===== src/rtl/control_unit_if.sv =====
// Control-unit <-> datapath bundle: opcode/flag in, strobes out.
interface control_unit_if;
  logic [5:0] Opcode;
  logic       zero;
  logic       s_inc;
  logic       s_inm;
  logic       we;
  logic       wez;
  logic [2:0] ALUOp;
  logic       pc_en;
  logic       halted;

  modport master (
    input  Opcode,
    input  zero,
    output s_inc,
    output s_inm,
    output we,
    output wez,
    output ALUOp,
    output pc_en,
    output halted
  );

  modport slave (
    output Opcode,
    output zero,
    input  s_inc,
    input  s_inm,
    input  we,
    input  wez,
    input  ALUOp,
    input  pc_en,
    input  halted
  );
endinterface


===== src/rtl/control_unit.sv =====
// Multi-cycle FETCH/EXEC sequencer for the microcontroller datapath,
// with WAIT stall and terminal HALT instructions.
module control_unit #(
  parameter int WAIT_CYCLES = 8,
  parameter int CW          = 8
) (
  input  logic          clk,
  input  logic          reset,
  input  logic          start,
  control_unit_if.master cu
);

  typedef enum logic [2:0] {
    S_IDLE,
    S_FETCH,
    S_EXEC,
    S_WAIT,
    S_HALT
  } state_e;

  typedef enum logic [2:0] {
    I_ALU,
    I_LI,
    I_J,
    I_JZ,
    I_JNZ,
    I_NOP,
    I_WAIT,
    I_HALT
  } instr_e;

  localparam logic [CW-1:0] WAIT_LOAD = CW'(WAIT_CYCLES - 1);

  state_e        state_q, state_d;
  logic [CW-1:0] cnt_q, cnt_d;
  instr_e        instr;

  // 001100 and 001111 both fall through to NOP
  always_comb begin
    instr = I_NOP;
    unique case (1'b1)
      cu.Opcode[5]:               instr = I_ALU;
      cu.Opcode[5:4] == 2'b01:    instr = I_LI;
      cu.Opcode[5:2] == 4'b0000:  instr = I_J;
      cu.Opcode[5:2] == 4'b0001:  instr = I_JZ;
      cu.Opcode[5:2] == 4'b0010:  instr = I_JNZ;
      cu.Opcode == 6'b001101:     instr = I_WAIT;
      cu.Opcode == 6'b001110:     instr = I_HALT;
      default:                    instr = I_NOP;
    endcase
  end

  always_comb begin
    state_d = state_q;
    cnt_d   = cnt_q;
    unique case (state_q)
      S_IDLE: begin
        if (start) state_d = S_FETCH;
      end
      S_FETCH: begin
        state_d = S_EXEC;
      end
      S_EXEC: begin
        unique case (instr)
          I_WAIT: begin
            state_d = S_WAIT;
            cnt_d   = WAIT_LOAD;
          end
          I_HALT:  state_d = S_HALT;
          default: state_d = S_FETCH;
        endcase
      end
      S_WAIT: begin
        if (cnt_q == '0) state_d = S_FETCH;
        else             cnt_d   = cnt_q - CW'(1);
      end
      S_HALT: begin
        state_d = S_HALT;
      end
      default: begin
        state_d = S_IDLE;
        cnt_d   = '0;
      end
    endcase
  end

  always_ff @(posedge clk) begin
    if (reset) begin
      state_q <= S_IDLE;
      cnt_q   <= '0;
    end else begin
      state_q <= state_d;
      cnt_q   <= cnt_d;
    end
  end

  // Reset overrides the decode so the datapath sees idle strobes at once
  always_comb begin
    cu.s_inc  = 1'b0;
    cu.s_inm  = 1'b0;
    cu.we     = 1'b0;
    cu.wez    = 1'b0;
    cu.ALUOp  = 3'b000;
    cu.pc_en  = 1'b0;
    cu.halted = 1'b0;
    if (reset) begin
      cu.s_inc = 1'b1;
    end else begin
      unique case (state_q)
        S_IDLE: cu.s_inc = 1'b1;
        S_EXEC: begin
          cu.pc_en = 1'b1;
          unique case (instr)
            I_ALU: begin
              cu.s_inc = 1'b1;
              cu.we    = 1'b1;
              cu.wez   = 1'b1;
              cu.ALUOp = cu.Opcode[4:2];
            end
            I_LI: begin
              cu.s_inc = 1'b1;
              cu.s_inm = 1'b1;
              cu.we    = 1'b1;
            end
            I_J:     cu.s_inc = 1'b0;
            I_JZ:    cu.s_inc = ~cu.zero;
            I_JNZ:   cu.s_inc = cu.zero;
            I_WAIT:  cu.s_inc = 1'b1;
            I_HALT:  cu.pc_en = 1'b0;
            default: cu.s_inc = 1'b1;
          endcase
        end
        S_HALT:  cu.halted = 1'b1;
        default: cu.s_inc = 1'b0;
      endcase
    end
  end

endmodule


===== src/flat_wrapper.sv =====
// flat-port wrapper written by rule: the top's interface ports become plain ports
module control_unit_flat 
#(
  parameter int WAIT_CYCLES = 8,
  parameter int CW          = 8
)
  (clk, reset, start, cu_Opcode, cu_zero, cu_s_inc, cu_s_inm, cu_we, cu_wez, cu_ALUOp, cu_pc_en, cu_halted);
  control_unit_if cu_i ();
  input  logic clk;
  input  logic reset;
  input  logic start;
  input wire logic [$bits(cu_i.Opcode)-1:0] cu_Opcode;
  input wire logic [$bits(cu_i.zero)-1:0] cu_zero;
  output wire logic [$bits(cu_i.s_inc)-1:0] cu_s_inc;
  output wire logic [$bits(cu_i.s_inm)-1:0] cu_s_inm;
  output wire logic [$bits(cu_i.we)-1:0] cu_we;
  output wire logic [$bits(cu_i.wez)-1:0] cu_wez;
  output wire logic [$bits(cu_i.ALUOp)-1:0] cu_ALUOp;
  output wire logic [$bits(cu_i.pc_en)-1:0] cu_pc_en;
  output wire logic [$bits(cu_i.halted)-1:0] cu_halted;
  assign cu_i.Opcode = cu_Opcode;
  assign cu_i.zero = cu_zero;
  assign cu_s_inc = cu_i.s_inc;
  assign cu_s_inm = cu_i.s_inm;
  assign cu_we = cu_i.we;
  assign cu_wez = cu_i.wez;
  assign cu_ALUOp = cu_i.ALUOp;
  assign cu_pc_en = cu_i.pc_en;
  assign cu_halted = cu_i.halted;
  control_unit #(.WAIT_CYCLES(WAIT_CYCLES), .CW(CW)) u_core (.clk(clk), .reset(reset), .start(start), .cu(cu_i));
endmodule

===== config.mk =====
export PLATFORM = sky130hd
export DESIGN_NAME = control_unit_flat
export DESIGN_NICKNAME = d
export VERILOG_FILES = /design/src/rtl/control_unit_if.sv /design/src/rtl/control_unit.sv /design/src/flat_wrapper.sv
export SDC_FILE = /design/constraint.sdc
export NUM_CORES = 1
export LEC_CHECK = 0
export CAP_MARGIN = 30
export CELL_PAD_IN_SITES_DETAIL_PLACEMENT = 1
export CELL_PAD_IN_SITES_GLOBAL_PLACEMENT = 1
export CORE_UTILIZATION = 38
export DETAILED_ROUTE_END_ITERATION = 8
export PLACE_DENSITY_LB_ADDON = 0.1
export RECOVER_POWER = 25
export SYNTH_ARGS = -nofsm -noshare
export SYNTH_HDL_FRONTEND = slang
export SYNTH_SLANG_ARGS = --single-unit

===== constraint.sdc =====
create_clock -name clk -period 2.7 [get_ports clk]
set_input_delay 0.27 -clock clk [delete_from_list [all_inputs] [get_ports clk]]
set_output_delay 0.27 -clock clk [all_outputs]
set_load 0.1 [all_outputs]

---- Word-level counts from Yosys, hierarchy flattened ----
Index checks and enable logic that the tools add are counted.
cells by class
  add/subtract/negate cells ............... 1
  equality and inequality tests ........... 19
  mux-type cells .......................... 28
  bitwise logic cells ..................... 2
  reductions and logical operators ........ 9
operators by type and width
  operator             count
  $pmux 8 s3           1
  $pmux 3 s7           1
  $mux 8               2
  $mux 1               15
  $mux 3               5
  $pmux 3 s5           1
  $eq 3x2->1 const B   4
  $eq 3x3->1 const B   4
  $eq 6x4->1 const B   2
  $logic_not 8->1      1
  $sub 8x1->8 const B  1
  $eq 3x1->1 const B   2
  $logic_not 3->1      2
  $ne 2x2->1 const B   3
  $pmux 3 s2           1
  $eq 4x1->1 const B   1
  $eq 4x2->1 const B   1
  $logic_not 4->1      1
  $reduce_or 2->1      2
  $pmux 1 s3           1
  $reduce_and 3->1     1
  $reduce_or 3->1      1
  $eq 2x1->1 const B   1
  $ne 2x1->1 const B   1
  3 further kinds      4
storage, ports and cells
  register bits ........................... 11
  input port bits ......................... 10

---- Logic depth before layout (Yosys ltp) ----
  depth after elaboration ................. 7
  mapped depth ............................ 7
  depth with buffers taken out ............ 6

---- Worst setup path before layout ----
Ideal clock, no wire load.
  kind .................................... register to output
  start point ............................. register u_core.state_q[0]
  end point ............................... output port cu_halted
  data arrival time ....................... 3578 ps
  path slack .............................. -1148 ps
  stages on the path, launching flop included .. 3
  path buffers ............................ 1
  cell sequence ........................... dfxtp_1 buf_4 nor4b_1
on the way
  longest elaborated chain between the ends .. 3
RTL lines
  element                   line                 source
  start: declaration        control_unit.sv:34   state_e state_q, state_d;
  start signal: assignment  control_unit.sv:92   state_q <= state_d;
  $eq 3x3->1                control_unit.sv:109  unique case (state_q)
  $mux 1                    control_unit.sv:109
  $mux 1                    control_unit.sv:106  if (reset) begin
  end: declaration          flat_wrapper.sv:20   output wire logic [$bits(cu_i.halted)-1:0] cu_halted;
Every way passes these cells.

---- Final worst setup path ----
  start point ............................. input port reset
  end point ............................... output port cu_s_inm
on the way
  longest elaborated chain between the ends .. 1
RTL lines
  element             line                 source
  start: declaration  flat_wrapper.sv:10   input logic reset;
  $mux 1              control_unit.sv:106
  end: declaration    flat_wrapper.sv:15   output wire logic [$bits(cu_i.s_inm)-1:0] cu_s_inm;
Every way passes these cells.

==> results.toml <==
[drt]
finalWirelength_mm = 2.15
vias = 783
vias_per_cell = 5.59
wl_per_cell_um = 15.3
ant_nets = 0
drt-pass1-iter-count = 4
drt_drc_violations_left = 0
drtIter0Drc = 5

[cts]
clkLatencyLatePin_ns = 0.28
cts_hold_buffers = 0
cts_resized = 0
cts_max_level = 1
numCtsBuffers = 3
root_buffer = "clkbuf_4"
path_clk_slew_ns = 0.08
cts.sinks = 11
post_cts_buffers = 0
cts_buffer_depth = 2
cts_tree = "yes"

[logic_synthesis]
synthFlopType = "dfxtp_1"
async_reset_ff_frac = 0
ys.warnings.count = 0
synth_seq_cells = 11
synthTopCellsByArea = "dfxtp_1 (27%), a2111o_1 (5.6%), nand2_1 (4.7%), a21oi_1 (4.3%), o2111ai_1 (3.3%)"
synthesis.area_um2 = 807
synth_cell_types = 37
ys_seq_area_frac = 0.273
synth_nets = 108
synthCells = 96
yosys.area.top_type = "dfxtp_1"
synth_edf_count = 0
synth_top_cell_area_share = 0.273
syn_area_per_cell_um2 = 8.41

[min_path]
holdCritPathClass = "register to register"
hold_depth = 2

[timing]
post-route-period-util = 0.811
setup_violations = 0
fin_setup_tns_ns = 0
fin_crit_ns = 2.19
finalClockSkew_ns = 0.00916
max_freq_mhz = 457
hold_viol_final = 0
drv_slew = 0
tightest_slew_ns = 0.620
whs_ns = 0.492
max_slew_margin = 0.587
rsz0062_at_grt = "no"

[run]
maxCapViolCount = 0

[die]
core_area_um2 = 1980
fp-row-count = 16
dieArea_um2 = 2310
io_pins = 19
initial_core_util = 0.407
die_h_um = 48.1
die_w_um = 48.1

[power]
p_per_area_nw_per_um2 = 329
power.leakage_nw = 0.429
ir_drop_mv = 0.243

[global_routing]
grt_pass1_vias = 736
grt.total_usage = 0.221
grt_pass1_wl_mm = 3.35
grt_max_degree = 16
grt_antenna_before_repair = 0
overflow = 0

[critical_path]
crit_arrival_ns = 1.92
required_ns = 2.43
rr_startpoint = "u_core.cnt_q[0]$_SDFFE_PP0P_"
path_class = "input port to primary output"
crit_fanout = 11
worstSetupStartpoint = "reset"
reg2reg_depth = 6
cp-endpoint = "cu_s_inm"
worst_setup_path_start_kind = "input port"
r2r_slack_ns = 0.77
end_kind = "primary output"
r2r-end = "u_core.cnt_q[0]$_SDFFE_PP0P_"

[place]
numPortBuffers = 18
gp_congestion = 0.768
place_hpwl_mm = 1.69

[layout]
drive_gt1_frac = 0.204
syn_to_final_growth_pct = 35.3
diodes = 0
nNetsFinal = 126

[outcome]
outcome = "finished clean"
worst min-delay path by stage:
stage	start	endpoint	slack, ns
3_5_place_dp	u_core.cnt_q[1]$_SDFFE_PP0P_	u_core.cnt_q[1]$_SDFFE_PP0P_	0.49
3_3_place_gp	u_core.cnt_q[1]$_SDFFE_PP0P_	u_core.cnt_q[1]$_SDFFE_PP0P_	0.47
2_1_floorplan	u_core.cnt_q[6]$_SDFFE_PP0P_	u_core.cnt_q[6]$_SDFFE_PP0P_	0.46
5_1_grt	u_core.cnt_q[1]$_SDFFE_PP0P_	u_core.cnt_q[1]$_SDFFE_PP0P_	0.52
4_1_cts	u_core.cnt_q[1]$_SDFFE_PP0P_	u_core.cnt_q[1]$_SDFFE_PP0P_	0.50
6_report	u_core.cnt_q[1]$_SDFFE_PP0P_	u_core.cnt_q[1]$_SDFFE_PP0P_	0.49
worst max-delay path, cell delays in order:
cell and delay (ns):
dlygate4sd3_1 0.70, or3_1 0.47, nor3b_2 0.27, buf_12 0.21
Yosys cell counts, drive strengths merged (2+ instances only):
cell,count
dfxtp,11
nand2,10
a21oi,8
inv,6
nor2,6
a2111o,4
buf,4
nand2b,4
nand3,4
nor3,4
a211oi,3
and3,3
o2111ai,3
a211o,2
a221o,2
a31oi,2
and4bb,2
ha,2
nor3b,2
cells in the final DEF (no fill, tap or decap), types with 2 or more instances in the layout:
master and count:
nand3_1 4, and4bb_2 2, buf_12 8, clkdlybuf4s50_1 8, o2111ai_1 3, a2111o_1 4
and3_1 3, nand2_1 10, a21oi_1 7, a211o_1 2, ha_1 2, dfxtp_1 11
nor2_1 6, a221o_2 2, nand2b_1 4, nor3_1 4, a31oi_1 2, clkbuf_4 3
inv_1 5, a211oi_1 2
layout make-up:
| cell class | instances | area [um^2] |
|---|---|---|
| clock buffers | 4 | 26.3 |
| fillers | 235 | 890 |
| inverters | 6 | 22.5 |
| multi-input cells | 74 | 534 |
| flip-flops and latches | 11 | 220 |
| well taps | 27 | 33.8 |
| repair buffers | 18 | 255 |
sequential cells by signal, indices dropped and copies added, names as in the netlist:
register,cells
u_core.cnt_q,8
u_core.state_q,3
layer usage:
metal  track usage  part of all wire
met4         0.100             0.011
met2         0.341              0.47
met1         0.283              0.49
met3        0.0679             0.031
met5             0                 0
metrics by stage:
step / power [W] / setup slack [ns] / util / instance area [um^2] / instances
after floorplan: 0.000216 / 0.249 / - / 818 / 96
after global placement: 0.000247 / 0.573 / 0.539 / 1070 / 136
after detailed placement: 0.000248 / 0.543 / 0.539 / 1070 / 136
after CTS: 0.000366 / 0.493 / 0.552 / 1090 / 140
after global routing: 0.000380 / 0.406 / 0.551 / 1090 / 140
final: 0.000359 / 0.511 / 0.551 / 1090 / 140
kinds of logic (layout without fill, tap and decap cells):
family	count (synthesis)	count (layout)	synth area share
AND/OR/NAND/NOR	41	41	0.302
AO/OA/AOI/OAI	30	30	0.302
flip-flops	11	11	0.273
buffers and inverters	11	28	0.0791
adder cells (fa/ha/maj)	2	2	0.0310
multiplexers	1	1	0.0124
power breakdown:
| part | total (W) | internal [W] | switching [W] |
|---|---|---|---|
| Combinational | 0.0000730 | 0.0000309 | 0.0000420 |
| Clock | 0.000115 | 0.0000573 | 0.0000580 |
| Sequential | 0.000171 | 0.000164 | 0.00000635 |
| Total | 0.000359 | 0.000253 | 0.000106 |
Power figures use the tool's default switching activity.
